[config.mk]
export PLATFORM = sky130hd
export DESIGN_NAME = alu_issue_ctrl_flat
export DESIGN_NICKNAME = d
export VERILOG_FILES = /design/src/rtl/alu_issue_ctrl_if.sv /design/src/rtl/alu_issue_ctrl.sv /design/src/flat_wrapper.sv
export SDC_FILE = /design/constraint.sdc
export NUM_CORES = 1
export LEC_CHECK = 0
export ABC_AREA = 0
export CORE_MARGIN = 10
export CORE_UTILIZATION = 30
export CTS_CLUSTER_DIAMETER = 200
export DETAILED_ROUTE_END_ITERATION = 7
export GPL_TIMING_DRIVEN = 1
export HOLD_SLACK_MARGIN = 0.12
export PLACE_DENSITY = 0.73
export SKIP_LAST_GASP = 1
export SLEW_MARGIN = 25
export SYNTH_ARGS = -nofsm -noshare
export SYNTH_HDL_FRONTEND = slang
export SYNTH_SLANG_ARGS = --single-unit
[constraint.sdc]
create_clock -name clk -period 1.62 [get_ports clk]
set_input_delay 0.324 -clock clk [delete_from_list [all_inputs] [get_ports clk]]
set_output_delay 0.324 -clock clk [all_outputs]
set_load 0.02 [all_outputs]
[src/rtl/alu_issue_ctrl_if.sv]
// rtl/alu_issue_ctrl_if.sv - request/operand/result signal bundle for alu_issue_ctrl
interface alu_issue_ctrl_if #(
    parameter int WIDTH = 32
);
    logic             in_valid;
    logic             in_ready;
    logic [WIDTH-1:0] dataA;
    logic [WIDTH-1:0] dataB;
    logic [5:0]       Signal;
    logic [WIDTH-1:0] opA;
    logic [WIDTH-1:0] opB;
    logic [5:0]       opSignal;
    logic [WIDTH-1:0] shiftResult;
    logic [WIDTH-1:0] aluResult;
    logic             out_valid;
    logic             out_ready;
    logic [WIDTH-1:0] dataOut;

    // Requester / execution-unit side
    modport master (
        output in_valid, dataA, dataB, Signal, shiftResult, aluResult, out_ready,
        input  in_ready, opA, opB, opSignal, out_valid, dataOut
    );

    // Issue controller side
    modport slave (
        input  in_valid, dataA, dataB, Signal, shiftResult, aluResult, out_ready,
        output in_ready, opA, opB, opSignal, out_valid, dataOut
    );
endinterface

[src/rtl/alu_issue_ctrl.sv]
// rtl/alu_issue_ctrl.sv - ALU issue sequencer with HI/LO and shift-add MULTU (optional: ALU_MUL_EN)
module alu_issue_ctrl #(
    parameter int WIDTH      = 32,
    parameter int MUL_CYCLES = 32
) (
    input  logic         clk,
    input  logic         reset,
    alu_issue_ctrl_if.slave bus
);
    localparam logic [5:0] F_SLL   = 6'd0;
    localparam logic [5:0] F_ADD   = 6'd32;
    localparam logic [5:0] F_SUB   = 6'd34;
    localparam logic [5:0] F_AND   = 6'd36;
    localparam logic [5:0] F_OR    = 6'd37;
    localparam logic [5:0] F_SLT   = 6'd42;
`ifdef ALU_MUL_EN
    localparam logic [5:0] F_MULTU = 6'd25;
    localparam logic [5:0] F_MFHI  = 6'd16;
    localparam logic [5:0] F_MFLO  = 6'd18;
    localparam int         CNT_W   = $clog2(MUL_CYCLES);
    localparam logic [CNT_W-1:0] CNT_LAST = CNT_W'(MUL_CYCLES - 1);
`endif

    if (WIDTH != 32 || MUL_CYCLES != WIDTH) begin : g_param_check
        $error("alu_issue_ctrl supports only WIDTH=32 and MUL_CYCLES=WIDTH");
    end

`ifdef ALU_MUL_EN
    typedef enum logic [1:0] {IDLE, EXEC, MUL, DONE} state_t;
`else
    typedef enum logic [1:0] {IDLE, EXEC, DONE} state_t;
`endif

    state_t           state_q, state_d;
    logic [WIDTH-1:0] op_a_q, op_a_d;
    logic [WIDTH-1:0] op_b_q, op_b_d;
    logic [5:0]       op_sig_q, op_sig_d;
    logic [WIDTH-1:0] data_out_q, data_out_d;
    logic [WIDTH-1:0] exec_result;
`ifdef ALU_MUL_EN
    logic [WIDTH-1:0]   hi_q, hi_d;
    logic [WIDTH-1:0]   lo_q, lo_d;
    logic [2*WIDTH-1:0] acc_q, acc_d;
    logic [2*WIDTH-1:0] mcand_q, mcand_d;
    logic [CNT_W-1:0]   cnt_q, cnt_d;
`endif

    // Select the single-cycle result from the registered function code
    always_comb begin
        exec_result = '0;
        case (op_sig_q)
            F_AND, F_OR, F_ADD, F_SUB, F_SLT: exec_result = bus.aluResult;
            F_SLL:                            exec_result = bus.shiftResult;
`ifdef ALU_MUL_EN
            F_MFHI:                           exec_result = hi_q;
            F_MFLO:                           exec_result = lo_q;
`endif
            default:                          exec_result = '0;
        endcase
    end

    // State register and datapath registers; reset aborts any operation and clears HI/LO
    always_ff @(posedge clk or negedge reset) begin
        if (!reset) begin
            state_q    <= IDLE;
            op_a_q     <= '0;
            op_b_q     <= '0;
            op_sig_q   <= '0;
            data_out_q <= '0;
`ifdef ALU_MUL_EN
            hi_q       <= '0;
            lo_q       <= '0;
            acc_q      <= '0;
            mcand_q    <= '0;
            cnt_q      <= '0;
`endif
        end else begin
            state_q    <= state_d;
            op_a_q     <= op_a_d;
            op_b_q     <= op_b_d;
            op_sig_q   <= op_sig_d;
            data_out_q <= data_out_d;
`ifdef ALU_MUL_EN
            hi_q       <= hi_d;
            lo_q       <= lo_d;
            acc_q      <= acc_d;
            mcand_q    <= mcand_d;
            cnt_q      <= cnt_d;
`endif
        end
    end

    // Next-state logic: issue, single-cycle execute, shift-add multiply, result hold
    always_comb begin
        state_d    = state_q;
        op_a_d     = op_a_q;
        op_b_d     = op_b_q;
        op_sig_d   = op_sig_q;
        data_out_d = data_out_q;
`ifdef ALU_MUL_EN
        hi_d       = hi_q;
        lo_d       = lo_q;
        acc_d      = acc_q;
        mcand_d    = mcand_q;
        cnt_d      = cnt_q;
`endif
        case (state_q)
            IDLE: begin
                if (bus.in_valid) begin
                    op_a_d   = bus.dataA;
                    op_b_d   = bus.dataB;
                    op_sig_d = bus.Signal;
                    state_d  = EXEC;
`ifdef ALU_MUL_EN
                    if (bus.Signal == F_MULTU) begin
                        acc_d   = '0;
                        mcand_d = {{WIDTH{1'b0}}, bus.dataA};
                        cnt_d   = '0;
                        state_d = MUL;
                    end
`endif
                end
            end
            EXEC: begin
                data_out_d = exec_result;
                state_d    = DONE;
            end
`ifdef ALU_MUL_EN
            // mcand_q always holds opA << cnt_q, so one add per multiplier bit
            MUL: begin
                if (op_b_q[cnt_q]) begin
                    acc_d = acc_q + mcand_q;
                end
                mcand_d = mcand_q << 1;
                cnt_d   = cnt_q + 1'b1;
                if (cnt_q == CNT_LAST) begin
                    hi_d       = acc_d[2*WIDTH-1:WIDTH];
                    lo_d       = acc_d[WIDTH-1:0];
                    data_out_d = acc_d[WIDTH-1:0];
                    state_d    = DONE;
                end
            end
`endif
            DONE: begin
                if (bus.out_ready) begin
                    state_d = IDLE;
                end
            end
            default: state_d = IDLE;
        endcase
    end

    assign bus.in_ready  = reset && (state_q == IDLE);
    assign bus.out_valid = (state_q == DONE);
    assign bus.opA       = op_a_q;
    assign bus.opB       = op_b_q;
    assign bus.opSignal  = op_sig_q;
    assign bus.dataOut   = data_out_q;
endmodule

[src/flat_wrapper.sv]
// flat-port wrapper written by rule: the top's interface ports become plain ports
module alu_issue_ctrl_flat 
#(
    parameter int WIDTH      = 32,
    parameter int MUL_CYCLES = 32
)
  (clk, reset, bus_in_valid, bus_dataA, bus_dataB, bus_Signal, bus_shiftResult, bus_aluResult, bus_out_ready, bus_in_ready, bus_opA, bus_opB, bus_opSignal, bus_out_valid, bus_dataOut);
  alu_issue_ctrl_if #(.WIDTH(WIDTH)) bus_i ();
  input  logic clk;
  input  logic reset;
  input wire logic [$bits(bus_i.in_valid)-1:0] bus_in_valid;
  input wire logic [$bits(bus_i.dataA)-1:0] bus_dataA;
  input wire logic [$bits(bus_i.dataB)-1:0] bus_dataB;
  input wire logic [$bits(bus_i.Signal)-1:0] bus_Signal;
  input wire logic [$bits(bus_i.shiftResult)-1:0] bus_shiftResult;
  input wire logic [$bits(bus_i.aluResult)-1:0] bus_aluResult;
  input wire logic [$bits(bus_i.out_ready)-1:0] bus_out_ready;
  output wire logic [$bits(bus_i.in_ready)-1:0] bus_in_ready;
  output wire logic [$bits(bus_i.opA)-1:0] bus_opA;
  output wire logic [$bits(bus_i.opB)-1:0] bus_opB;
  output wire logic [$bits(bus_i.opSignal)-1:0] bus_opSignal;
  output wire logic [$bits(bus_i.out_valid)-1:0] bus_out_valid;
  output wire logic [$bits(bus_i.dataOut)-1:0] bus_dataOut;
  assign bus_i.in_valid = bus_in_valid;
  assign bus_i.dataA = bus_dataA;
  assign bus_i.dataB = bus_dataB;
  assign bus_i.Signal = bus_Signal;
  assign bus_i.shiftResult = bus_shiftResult;
  assign bus_i.aluResult = bus_aluResult;
  assign bus_i.out_ready = bus_out_ready;
  assign bus_in_ready = bus_i.in_ready;
  assign bus_opA = bus_i.opA;
  assign bus_opB = bus_i.opB;
  assign bus_opSignal = bus_i.opSignal;
  assign bus_out_valid = bus_i.out_valid;
  assign bus_dataOut = bus_i.dataOut;
  alu_issue_ctrl #(.WIDTH(WIDTH), .MUL_CYCLES(MUL_CYCLES)) u_core (.clk(clk), .reset(reset), .bus(bus_i));
endmodule
## Word level (Yosys, flattened, before mapping)

Cells that the tools add are included.

- Register bits after elaboration: 104
- Output and inout bits: 104
- Logic and storage cells: 24

- Eq/ne operators: 9
- Multiplexer cells: 4
- Reductions and logical operators: 6

Operator list:

| operator | number |
|---|---|
| 32-bit one-hot mux with 2 select lines | 1 |
| 6-bit equality test (second input constant) | 5 |
| 6-bit logical NOT | 1 |
| 2-bit one-hot mux with 3 select lines | 1 |
| 5-bit OR reduction | 1 |
| 2-bit 2-to-1 mux | 2 |
| 2-bit != test (second input constant) | 2 |
| 2-bit AND reduction | 2 |
| 2-bit by 1-bit equality test with 1-bit output (second input constant) | 1 |
| 2-bit equality test (second input constant) | 1 |
| 2-bit logical NOT | 1 |
| 1-bit logical AND | 1 |

## Depth between registers and ports, before layout

- Depth in word-level cells: 3
- Gate-level depth with buffers: 5
- Depth with buffers taken out: 3

## Worst setup path after synthesis

OpenSTA, ideal clock, no wires.

- Path type: reg2reg
- Start: register u_core.op_sig_q[5] (netlist: u_core.bus.opSignal[5])
- End: register u_core.data_out_q[10] (netlist: u_core.bus.dataOut[10])
- Library setup time: 82 ps
- Arrival: 1295 ps
- Required time: 1538 ps
- Setup slack: 243 ps
- Cell stages (with the launch flop): 5
- Period minus slack after synthesis: 1377 ps
- Cells stage by stage: dfrtp_1 nor4_4 buf_6 nand3_1 a31oi_1

- Cells in the longest elaborated chain, start to end: 3

RTL lines:

| what | RTL line | RTL |
|---|---|---|
| start: declaration | alu_issue_ctrl.sv:37 | `logic [5:0] op_sig_q, op_sig_d;` |
| start signal: assignment | alu_issue_ctrl.sv:81 | `op_sig_q <= op_sig_d;` |
| 6-bit equality test | alu_issue_ctrl.sv:51 | `case (op_sig_q)` |
| 5-bit OR reduction | alu_issue_ctrl.sv:51 |  |
| 32-bit one-hot mux with 2 select lines * | alu_issue_ctrl.sv:51 |  |
| end signal: assignment | alu_issue_ctrl.sv:82 | `data_out_q <= data_out_d;` |
| end: declaration | alu_issue_ctrl.sv:38 | `logic [WIDTH-1:0] data_out_q, data_out_d;` |

Every way passes the cells marked *; elsewhere a longest branch is shown, timed or not.
A chain may end at the register's enable or synchronous reset.

## Worst setup path in the final report

- Start: register u_core.state_q[0]
- End: register u_core.op_b_q[8] (netlist: u_core.bus.opB[8])

- Cells in the longest elaborated chain, start to end: 2

RTL lines:

| what | RTL line | RTL |
|---|---|---|
| start: declaration | alu_issue_ctrl.sv:34 | `state_t state_q, state_d;` |
| start signal: assignment | alu_issue_ctrl.sv:78 | `state_q <= state_d;` |
| 2-bit logical NOT | alu_issue_ctrl.sv:107 | `case (state_q)` |
| 2-bit AND reduction (no source line) | -- |  |
| end signal: assignment | alu_issue_ctrl.sv:80 | `op_b_q <= op_b_d;` |
| end: declaration | alu_issue_ctrl.sv:36 | `logic [WIDTH-1:0] op_b_q, op_b_d;` |

No other way between the ends.

==> results_dict.tcl <==
set metrics [dict create \
    status "finished, violations left" \
    failed_checks "setup timing" \
    worst-path-buf-inv 3 \
    cpMaxStageDelayCell "dfrtp_1" \
    setup_ws_ns -0.02973 \
    min_path_type "reg -> reg" \
    hold_violations 0 \
    cts_buffers 9 \
    peakVddDrop_uv 963.2 \
    num_rows 44 \
    clockBufferDepth 2 \
    setup_viol 13 \
    worst_path_largest_cell_delay_ns 0.43 \
    synth-seq-cells 104 \
    wl_per_cell_um 19.64 \
    instances_no_fill 783 \
    fin_crit_ns 1.650 \
    grt_pass1_wl_mm 23.21 \
    antenna_found_initial 0 \
    leakage_nw 3.165 \
    ios 242 \
    finalClockSkew_ns 0.007221 \
    die_area_um2 19800 \
    dp.cells 761 \
    layout.nets 732 \
    p_per_area_nw_per_um2 1994 \
    synth_top_area_share_pct 59.55 \
    clockRootBuffer "clkbuf_16" \
    h-tree-depth 3 \
    area_delta_synth_final_pct 70.60 \
    maxSlewViolCount 0 \
    wl_mm 15.38 \
    track_usage_pct 14.62 \
    tightestPinTransition_ns 0.5269 \
    cp_common_cell "buf_6" \
    critPathMaxFanout 13 \
    dpl.hpwl_mm 11.53 \
    syn_nets 482 \
    initial_core_util_pct 30.30 \
    antennaDiodeCount 0 \
    numClockSinks 104 \
    cap_violations 0 \
    io_buffer_count 241 \
    cp_top_family "buffers and inverters" \
    first_global_vias 4039 \
    arrival_ns 1.88 \
    fmaxAchievable_mhz 606.2 \
    viasPerCell 4.914 \
    worstSetupEndpointType "flip-flop" \
    core_um2 14420 \
    dieWidth_um 140.7 \
    tritoncts "done" \
    netlist_area_um2 4370 \
    grt_max_degree 65 \
    rsz0062_at_grt "true" \
    insertion_delay_ns 0.35 \
    synth-seq-area-share_pct 59.55 \
    synthDistinctLibCells 17 \
    fin_hold_ws_ns 0.5011 \
    crit_chain "buf_6 -> nor3b_4 -> buf_6 -> bufbuf_16 -> mux2_2" \
    cp.required_ns 1.85 \
    ys_warn_count 0 \
    layout-drive-gt1-share_pct 20.53 \
    yosysTopAreaCell "dfrtp_1" \
    yosys-top-cells-area "dfrtp_1 (60%), mux2_2 (18%), a31oi_1 (4.6%)" \
    overflow 0 \
    clkSlewWorstSetupHoldPaths_ns 0.07 \
    dr.pass1.iters 5 \
    die_h_um 140.7 \
    via_count 3848 \
    avgSynthCellArea_um2 12.70 \
    placed_area_um2 7054 \
    drc 0 \
    design_area_um2 7456 \
    postSynthCellCount 344 \
    slew_headroom_pct 64.87 \
    crit_path_start_kind "flip-flop" \
    crit_type "reg -> reg" \
    finalCritPeriodShare_pct 101.8 \
    gp_congestion 0.8766 \
    antenna_left 0 \
    drt_iter0_markers 205 \
]
-- cell usage after synthesis --
master	instances
a21o_1	1
a31oi_1	32
buf_2	17
buf_4	7
buf_6	6
clkbuf_1	1
dfrtp_1	104
inv_1	1
mux2_2	70
mux2i_2	1
nand2b_1	1
nand3_1	32
nand4_1	32
nor2_1	33
nor2b_1	3
nor3b_1	2
nor4_4	1
-- path summary, 6_finish.rpt --
check                                  start            endpoint  slack [ns]  cells after the start
max in group asynchronous              reset   u_core.bus.opB[1]        0.27                      4
min reg2reg                u_core.bus.opA[4]   u_core.bus.opA[4]        0.50                      1
max reg2reg                u_core.state_q[0]   u_core.bus.opB[8]       -0.03                      5
min in group asynchronous              reset  u_core.bus.opA[12]        0.59                      3
max                        u_core.state_q[0]   u_core.bus.opB[8]       -0.03                      5
min                        u_core.bus.opA[4]   u_core.bus.opA[4]        0.50                      1
-- cells by family (layout without fill, tap and decap cells) --
group / Yosys count / count (layout) / share of synthesized area (%)
AOI/OAI and AO/OA: 33 / 33 / 4.752
and+or+nand+nor: 104 / 104 / 12.48
DFF: 104 / 104 / 59.55
buffers and inverters: 32 / 287 / 4.867
muxes: 71 / 71 / 18.35
-- registers in the layout, summed over array words and instances (netlist names) --
name,flops
u_core.bus.opSignal,6
u_core.bus.dataOut,32
u_core.state_q,2
u_core.bus.opA,32
u_core.bus.opB,32
-- worst reg2reg max path: cells and delay by family (launching register included) --
kind / cells / cell delay [ns]
buf+inv: 3 / 0.57
flops: 1 / 0.43
mux: 1 / 0.33
simple gates: 1 / 0.20
-- layout make-up --
type / instances / area (µm²)
Timing Repair Buffer: 270 / 2630
Clock buffer: 11 / 252.7
Clock inverter: 5 / 86.33
Multi-Input combinational cell: 208 / 1650
Tap cell: 184 / 230.2
Fill cell: 1271 / 6968
Inverter: 1 / 3.754
Sequential cell: 104 / 2603
-- layout by cell type, fill, tap and decap left out, drive strengths merged --
cell type,n
clkdlybuf4s50,136
dfrtp,104
dlygate4sd2,102
mux2,70
nor2,33
nand4,32
nand3,32
a31oi,32
buf,27
clkbuf,13
inv,3
nor2b,3
bufinv,2
nor3b,2
nand2b,1
mux2i,1
nor4,1
a21o,1
clkinv,1
bufbuf,1
dlygate4sd3,1
clkdlybuf4s15,1
-- report_power, final --
group | total [mW] | leakage [nW] | internal (mW) | switching, mW
Combinational | 7.72 | 1.78 | 3.48 | 4.24
Clock | 2.44 | 0.167 | 1.45 | 0.987
Sequential | 4.71 | 1.22 | 3.94 | 0.774
-- routing by layer --
metal | share of wire [%] | GRT usage (%)
met5 | 0 | 0
met4 | 2.2 | 6.141
met3 | 9.4 | 5.240
met2 | 49 | 24.14
met1 | 40 | 16.78
-- stage by stage --
| stage | util, % | setup slack, ns | power [mW] | TNS, ns |
|---|---|---|---|---|
| after floorplan | - | 0.2433 | 8.966 | 0 |
| after global placement | 48.91 | -0.1965 | 12.96 | -12.43 |
| after detailed placement | 48.91 | -0.2005 | 13.16 | -11.76 |
| after CTS | 50.67 | -0.1221 | 14.75 | -1.088 |
| after global routing | 51.69 | -0.09458 | 15.75 | -2.974 |
| final | 51.69 | -0.02973 | 14.87 | -0.2976 |
-- timing repair --
action | CTS | global route
endpoints found under the setup margin | 106 | 111
cloned | 1 | 1
pin swaps | 0 | 0
buffers inserted | 0 | 3
endpoints found under the hold margin | 37 | 0
hold buffers | 1 | 0
resized for setup | 106 | 30
Note: power is estimated with default switching activity, not from simulation.
